File: config.mk
export PLATFORM = sky130hd
export DESIGN_NAME = multichannel_cascade_ema_filter
export DESIGN_NICKNAME = d
export VERILOG_FILES = /design/src/rtl/multichannel_cascade_ema_filter_pkg.sv /design/src/rtl/multichannel_cascade_ema_filter_alu.sv /design/src/rtl/multichannel_cascade_ema_filter.sv
export SDC_FILE = /design/constraint.sdc
export NUM_CORES = 2
export LEC_CHECK = 0
export ABC_AREA = 0
export ABC_CLOCK_PERIOD_IN_PS = 11500
export CORE_AREA = 2 2 395 436
export DETAILED_ROUTE_END_ITERATION = 8
export DIE_AREA = 0 0 397 438
export MAX_ROUTING_LAYER = met4
export PLACE_DENSITY = 0.45
export SYNTH_ARGS = -nofsm -noshare
export SYNTH_HDL_FRONTEND = slang
export SYNTH_SLANG_ARGS = --single-unit
File: constraint.sdc
create_clock -name clk -period 11.5 [get_ports clk]
set_clock_uncertainty 0.1 [all_clocks]
set_input_delay 2.875 -clock clk [delete_from_list [all_inputs] [get_ports clk]]
set_output_delay 2.875 -clock clk [all_outputs]
set_load 0.005 [all_outputs]
File: src/rtl/multichannel_cascade_ema_filter_pkg.sv
// Shared types and constants for the multichannel cascade EMA filter.
// Holds the FSM encoding and the default shift-field width.
package multichannel_cascade_ema_filter_pkg;

  localparam int EMA_SHIFT_W = 4;

  typedef enum logic [1:0] {
    EMA_IDLE = 2'd0,
    EMA_RUN  = 2'd1,
    EMA_DONE = 2'd2
  } ema_state_t;

endpackage

File: src/rtl/multichannel_cascade_ema_filter_alu.sv
// One EMA section update for a single channel: y_next = y + ((u - y) >>> k), or u when bypassed.
// Purely combinational; the extra difference bit keeps u - y exact across the full state range.
module ema_stage_alu
  import multichannel_cascade_ema_filter_pkg::*;
#(
  parameter int SW      = 31,
  parameter int SHIFT_W = EMA_SHIFT_W
) (
  input  logic signed [SW-1:0]      y,
  input  logic signed [SW-1:0]      u,
  input  logic        [SHIFT_W-1:0] k,
  input  logic                      bypass,
  output logic signed [SW-1:0]      y_next
);

  logic signed [SW:0]   diff;
  logic signed [SW:0]   step;
  logic signed [SW-1:0] sum;
  logic                 unused_step_msb;

  assign diff = $signed({u[SW-1], u}) - $signed({y[SW-1], y});
  assign step = diff >>> k;
  // The scaled step of a bounded EMA always fits the state width.
  assign sum  = y + $signed(step[SW-1:0]);
  assign unused_step_msb = step[SW];

  assign y_next = bypass ? u : sum;

endmodule

File: src/rtl/multichannel_cascade_ema_filter.sv
// NUM_CH parallel channels, each through STAGES EMA sections run serially on one shared ALU.
// Sample accepted in IDLE, one stage per RUN cycle, out_valid in DONE; in_valid during RUN is dropped and flagged.
module multichannel_cascade_ema_filter
  import multichannel_cascade_ema_filter_pkg::*;
#(
  parameter int NUM_CH  = 4,
  parameter int STAGES  = 4,
  parameter int DATA_W  = 16,
  parameter int SHIFT_W = EMA_SHIFT_W,
  parameter int FRAC_W  = (1 << SHIFT_W) - 1
) (
  input  logic                       clk,
  input  logic                       rst,
  input  logic                       clr,
  input  logic [NUM_CH*SHIFT_W-1:0]  cfg_shift,
  input  logic [STAGES-1:0]          cfg_stage_en,
  input  logic [NUM_CH*DATA_W-1:0]   in_data,
  input  logic                       in_valid,
  output logic                       in_ready,
  output logic [NUM_CH*DATA_W-1:0]   out_data,
  output logic                       out_valid,
  output logic                       overrun
);

  localparam int SW     = DATA_W + FRAC_W;
  localparam int SIDX_W = (STAGES > 1) ? $clog2(STAGES) : 1;
  localparam logic [SIDX_W-1:0] S_LAST = SIDX_W'(STAGES - 1);

  ema_state_t state_q, state_d;

  logic [SIDX_W-1:0]         s_q;
  logic [SIDX_W-1:0]         s_prev;
  logic                      primed;
  logic [NUM_CH*DATA_W-1:0]  x_lat;
  logic [NUM_CH*SHIFT_W-1:0] k_lat;
  logic [STAGES-1:0]         en_lat;
  logic                      bypass;

  logic signed [SW-1:0] y_q    [NUM_CH][STAGES];
  logic signed [SW-1:0] y_next [NUM_CH];

  assign in_ready  = (state_q == EMA_IDLE);
  assign out_valid = (state_q == EMA_DONE) && !clr && !rst;
  assign s_prev    = s_q - SIDX_W'(1);
  assign bypass    = !primed || !en_lat[s_q];

  always_comb begin
    state_d = state_q;
    case (state_q)
      EMA_IDLE: if (in_valid) state_d = EMA_RUN;
      EMA_RUN:  if (s_q == S_LAST) state_d = EMA_DONE;
      EMA_DONE: state_d = EMA_IDLE;
      default:  state_d = EMA_IDLE;
    endcase
    if (clr) state_d = EMA_IDLE;
  end

  always_ff @(posedge clk) begin
    if (rst) state_q <= EMA_IDLE;
    else     state_q <= state_d;
  end

  for (genvar c = 0; c < NUM_CH; c++) begin : g_ch
    logic signed [SW-1:0] x_al;
    logic signed [SW-1:0] u;
    logic signed [SW-1:0] y_cur;

    assign x_al  = {x_lat[c*DATA_W +: DATA_W], {FRAC_W{1'b0}}};
    // Stage s>0 consumes stage s-1 as already updated for this sample.
    assign u     = (s_q == '0) ? x_al : y_q[c][s_prev];
    assign y_cur = y_q[c][s_q];

    ema_stage_alu #(
      .SW      (SW),
      .SHIFT_W (SHIFT_W)
    ) u_alu (
      .y      (y_cur),
      .u      (u),
      .k      (k_lat[c*SHIFT_W +: SHIFT_W]),
      .bypass (bypass),
      .y_next (y_next[c])
    );
  end

  always_ff @(posedge clk) begin
    if (rst) begin
      s_q      <= '0;
      primed   <= 1'b0;
      x_lat    <= '0;
      k_lat    <= '0;
      en_lat   <= '0;
      out_data <= '0;
      for (int c = 0; c < NUM_CH; c++)
        for (int s = 0; s < STAGES; s++)
          y_q[c][s] <= '0;
    end else if (clr) begin
      primed <= 1'b0;
      for (int c = 0; c < NUM_CH; c++)
        for (int s = 0; s < STAGES; s++)
          y_q[c][s] <= '0;
    end else begin
      case (state_q)
        EMA_IDLE: begin
          if (in_valid) begin
            x_lat  <= in_data;
            k_lat  <= cfg_shift;
            en_lat <= cfg_stage_en;
            s_q    <= '0;
          end
        end
        EMA_RUN: begin
          for (int c = 0; c < NUM_CH; c++)
            y_q[c][s_q] <= y_next[c];
          if (s_q == S_LAST) begin
            // Capture the final stage directly so out_data is ready in DONE.
            for (int c = 0; c < NUM_CH; c++)
              out_data[c*DATA_W +: DATA_W] <= y_next[c][FRAC_W +: DATA_W];
          end else begin
            s_q <= s_q + SIDX_W'(1);
          end
        end
        EMA_DONE: primed <= 1'b1;
        default: ;
      endcase
    end
  end

  always_ff @(posedge clk) begin
    if (rst)                                  overrun <= 1'b0;
    else if (!clr && in_valid && !in_ready)   overrun <= 1'b1;
  end

endmodule

==> PnR_summary.wiki <==
{| class="wikitable"
! Metric !! Value
|-
| Post-CTS setup-driven buffer insertion count || 0
|-
| Number of buffers inserted for hold repair after clock tree synthesis || 0
|-
| Number of enable flip-flop cells after synthesis || 279
|-
| Clock power share || 34.6%
|-
| Nature of the critical path endpoint || flop
|-
| Layout cells sized above 1 || 11.4%
|-
| Int Power || 4.86 mW
|-
| Switching Power || 2.64 mW
|-
| Count of pins on the block boundary || 155
|-
| Synth Net Count || 6074
|-
| DR vias || 44400
|-
| Most used flip-flop cell after synthesis || sky130_fd_sc_hd__dfxtp_1
|-
| Cell count after synthesis || 5745
|-
| Final nets || 6025
|-
| Count of max-cap constraint violations || 0
|-
| Number of remaining DRC errors || 0
|-
| Remaining number of nets flagged by the antenna check after routing || 0
|-
| Total die area || 174000 µm²
|-
| Routability Congestion || 0.916
|-
| Number of levels in the clock H-tree || 3
|-
| Sequential-to-total area share from yosys stat || 31.3%
|-
| Detailed Routing Iterations Pass 1 || 8
|-
| Worst hold margin || 0.352 ns
|-
| Leakage power figure || 21.9 nW
|-
| Die X || 397 µm
|-
| Initial antenna violation count || 2
|-
| Data arrival, critical path || 10.70 ns
|-
| Crit share post-route || 89.1%
|-
| Area growth, synth to finish || 12.8%
|-
| Run status || finished, final reports clean
|-
| Total Power || 7.50 mW
|-
| Crit-path most repeated cell || sky130_fd_sc_hd__a21oi_1
|-
| Pin count of the biggest net entering global routing || 159
|-
| Iter 0 DRT Violations || 3412
|-
| Clk root buf || sky130_fd_sc_hd__clkbuf_16
|-
| Site row count || 159
|-
| Wire length of the first global-routing pass || 279000 µm
|-
| Cell variety after synth || 114
|-
| CTS max path bufs || 3
|-
| Accumulated negative setup slack || 0 ns
|-
| Clock latency on the worst-skew pair || 0.73 ns
|-
| Slowest cell on crit path || sky130_fd_sc_hd__a2111o_1
|-
| Number of buffer cells added on primary ports || 154
|-
| Fraction of registers with async set or reset after synthesis || 0%
|-
| Critical path type || reg -> reg
|-
| Hpwl dp || 132000 µm
|-
| Critical path peak fanout || 23
|-
| Area share of the leading cell type in the synthesized netlist || 16.6%
|-
| Placement-stage cell area || 54200 µm²
|-
| Number of buffers created by CTS || 80
|-
| Leading cell types by total area after synthesis || sky130_fd_sc_hd__edfxtp_1 17%, sky130_fd_sc_hd__dfxtp_1 15%, sky130_fd_sc_hd__mux4_2 12%
|-
| Final hold viol count || 0
|-
| Initial Util || 29.7%
|-
| Tightest Hold Check Type || reg -> reg
|-
| Average cell area after synthesis || 8.79 µm²
|-
| Kind of launch point of the worst setup path || flop
|-
| GRT Overall Usage || 21.3%
|-
| Final setup fails || 0
|-
| Comb power frac || 32.2%
|-
| Flip-flop and latch count after synthesis || 650
|-
| Maximum clock frequency || 97.6 MHz
|-
| Most common library cell in the layout ignoring fill and taps || sky130_fd_sc_hd__nand2_1
|-
| # resized after CTS || 0
|-
| Number of global-route vias before repair || 43800
|-
| RSZ-0062 raised after global routing || no
|-
| Die H || 438 µm
|-
| Synthesis Warnings || 0
|-
| Clock transition at path regs || 0.06 ns
|-
| Final global-route overflow total || 0
|-
| Vias/cell || 5.54
|-
| Critical path data required time || 11.95 ns
|-
| Slew of the pin with the lowest slew margin || 1.06 ns
|-
| Sequential share of power || 33.3%
|-
| CORE AREA || 170000 µm²
|-
| Worst path max stage delay || 0.50 ns
|-
| Most frequent cells in the layout || 766 x sky130_fd_sc_hd__nand2_1, 549 x sky130_fd_sc_hd__a21oi_1, 487 x sky130_fd_sc_hd__nor2_1
|-
| Cell Area, Synth || 50500 µm²
|-
| Worst vdd rail ir drop || 113 µV
|-
| CTS tree || yes
|-
| Post-Layout Inst Area || 56900 µm²
|-
| Average wire per standard cell || 23.0 µm
|-
| Final slew viol count || 0
|-
| # clock sinks || 650
|-
| Shortest clock period the worst path allows after layout || 10.25 ns
|-
| Largest area contributor in the synthesized netlist || sky130_fd_sc_hd__edfxtp_1
|-
| Final routed wirelength across all metal layers || 184000 µm
|-
| Areal power density over the cells || 132 nW/µm²
|-
| Switching Share || 35.2%
|-
| Normalized max-slew margin || 29.1%
|}
## metal layers
metal  vias up  part of all wire (%)  track usage (%)
met3       194                   4.3             2.26
met1     22100                    46             28.0
met5         -                     0                -
met4         0                   2.2             5.32
li1      21000                     -                -
met2      1145                    48             35.0
## path summary, 6_finish.rpt
path,start,end,slack [ns],depth (start not counted)
worst max-delay path,s_q[1],y_q[3][92],1.25,44
worst min-delay path,out_data[5],out_data[5],0.35,1
worst max register to register,s_q[1],y_q[3][92],1.25,44
worst min register to register,out_data[5],out_data[5],0.35,1
## metrics by stage
| stage | setup WS [ns] | instances | util, % |
|---|---|---|---|
| 6_report | 1.25 | 8016 | 33.5 |
| 3_3_place_gp | 1.33 | 7868 | 32.0 |
| 3_5_place_dp | 1.18 | 7868 | 32.0 |
| 2_1_floorplan | 0.0237 | 5745 | - |
| 4_1_cts | 1.13 | 8015 | 33.5 |
| 5_1_grt | 0.192 | 8015 | 33.5 |
## Yosys cell counts, types with 18 or more instances
| cell type | number |
|---|---|
| sky130_fd_sc_hd__a21o_1 | 141 |
| sky130_fd_sc_hd__o21ai_1 | 27 |
| sky130_fd_sc_hd__nor2_1 | 494 |
| sky130_fd_sc_hd__a211oi_1 | 86 |
| sky130_fd_sc_hd__ha_1 | 233 |
| sky130_fd_sc_hd__o21ai_0 | 334 |
| sky130_fd_sc_hd__o31ai_1 | 23 |
| sky130_fd_sc_hd__and3_1 | 37 |
| sky130_fd_sc_hd__nand2_1 | 772 |
| sky130_fd_sc_hd__nand3_1 | 173 |
| sky130_fd_sc_hd__buf_1 | 60 |
| sky130_fd_sc_hd__xor2_1 | 61 |
| sky130_fd_sc_hd__nand2b_1 | 39 |
| sky130_fd_sc_hd__mux2i_1 | 187 |
| sky130_fd_sc_hd__edfxtp_1 | 279 |
| sky130_fd_sc_hd__o21a_1 | 34 |
| sky130_fd_sc_hd__a311oi_1 | 18 |
| sky130_fd_sc_hd__a21boi_0 | 18 |
| sky130_fd_sc_hd__inv_1 | 250 |
| sky130_fd_sc_hd__clkbuf_1 | 300 |
| sky130_fd_sc_hd__dfxtp_1 | 371 |
| sky130_fd_sc_hd__nand4_1 | 25 |
| sky130_fd_sc_hd__o211ai_1 | 44 |
| sky130_fd_sc_hd__mux4_2 | 267 |
| sky130_fd_sc_hd__a21oi_1 | 549 |
| sky130_fd_sc_hd__xnor2_1 | 159 |
| sky130_fd_sc_hd__mux2_2 | 41 |
| sky130_fd_sc_hd__o21bai_1 | 48 |
| sky130_fd_sc_hd__nor2b_1 | 40 |
| sky130_fd_sc_hd__or3_1 | 31 |
| sky130_fd_sc_hd__nor3_1 | 91 |
| sky130_fd_sc_hd__and2_1 | 91 |
| sky130_fd_sc_hd__a31oi_1 | 48 |
## flip-flops by register name, indices dropped and copies added, names as in the netlist
signal	cells
y_q	496
out_data	64
x_lat	64
k_lat	16
en_lat	4
s_q	2
state_q	2
overrun	1
primed	1
## cell type report
| class | count | area, µm² |
|---|---|---|
| fillers | 17700 | 113000 |
| diodes | 1 | 2.50 |
| clock inverters | 35 | 387 |
| flip-flops and latches | 650 | 15800 |
| clock buffers | 112 | 2280 |
| inverters | 259 | 981 |
| well taps | 2254 | 2820 |
| repair buffers | 250 | 2330 |
| multi-input cells | 4455 | 32300 |
## logic make-up after synthesis
family / after synthesis / synth area share, %
AND/OR/NAND/NOR: 1866 / 16.4
AO/OA/AOI/OAI: 1615 / 20.5
flip-flops: 650 / 31.3
buffers and inverters: 640 / 4.93
multiplexers: 496 / 16.6
adder cells (fa/ha/maj): 255 / 6.38
XOR/XNOR: 223 / 3.94
## critical path: cells and delay by family (launching register included)
family                     cells  cell delay, ns
AOI/OAI and AO/OA             28            5.66
adders and majority gates      5            1.91
muxes                          3            0.80
buffers and inverters          3            0.53
and+or+nand+nor                4            0.46
DFF                            1            0.38
xor gates and xnor gates       1            0.26
## power by group through the flow
stage	registers [mW]	logic [mW]	clock network, mW
floorplan	2.53	1.73	0
global placement	2.54	2.39	0
detailed placement	2.54	2.38	0
CTS	2.49	2.40	2.67
global route	2.50	2.65	2.75
finish	2.49	2.41	2.59
Power figures use the tool's default switching activity.
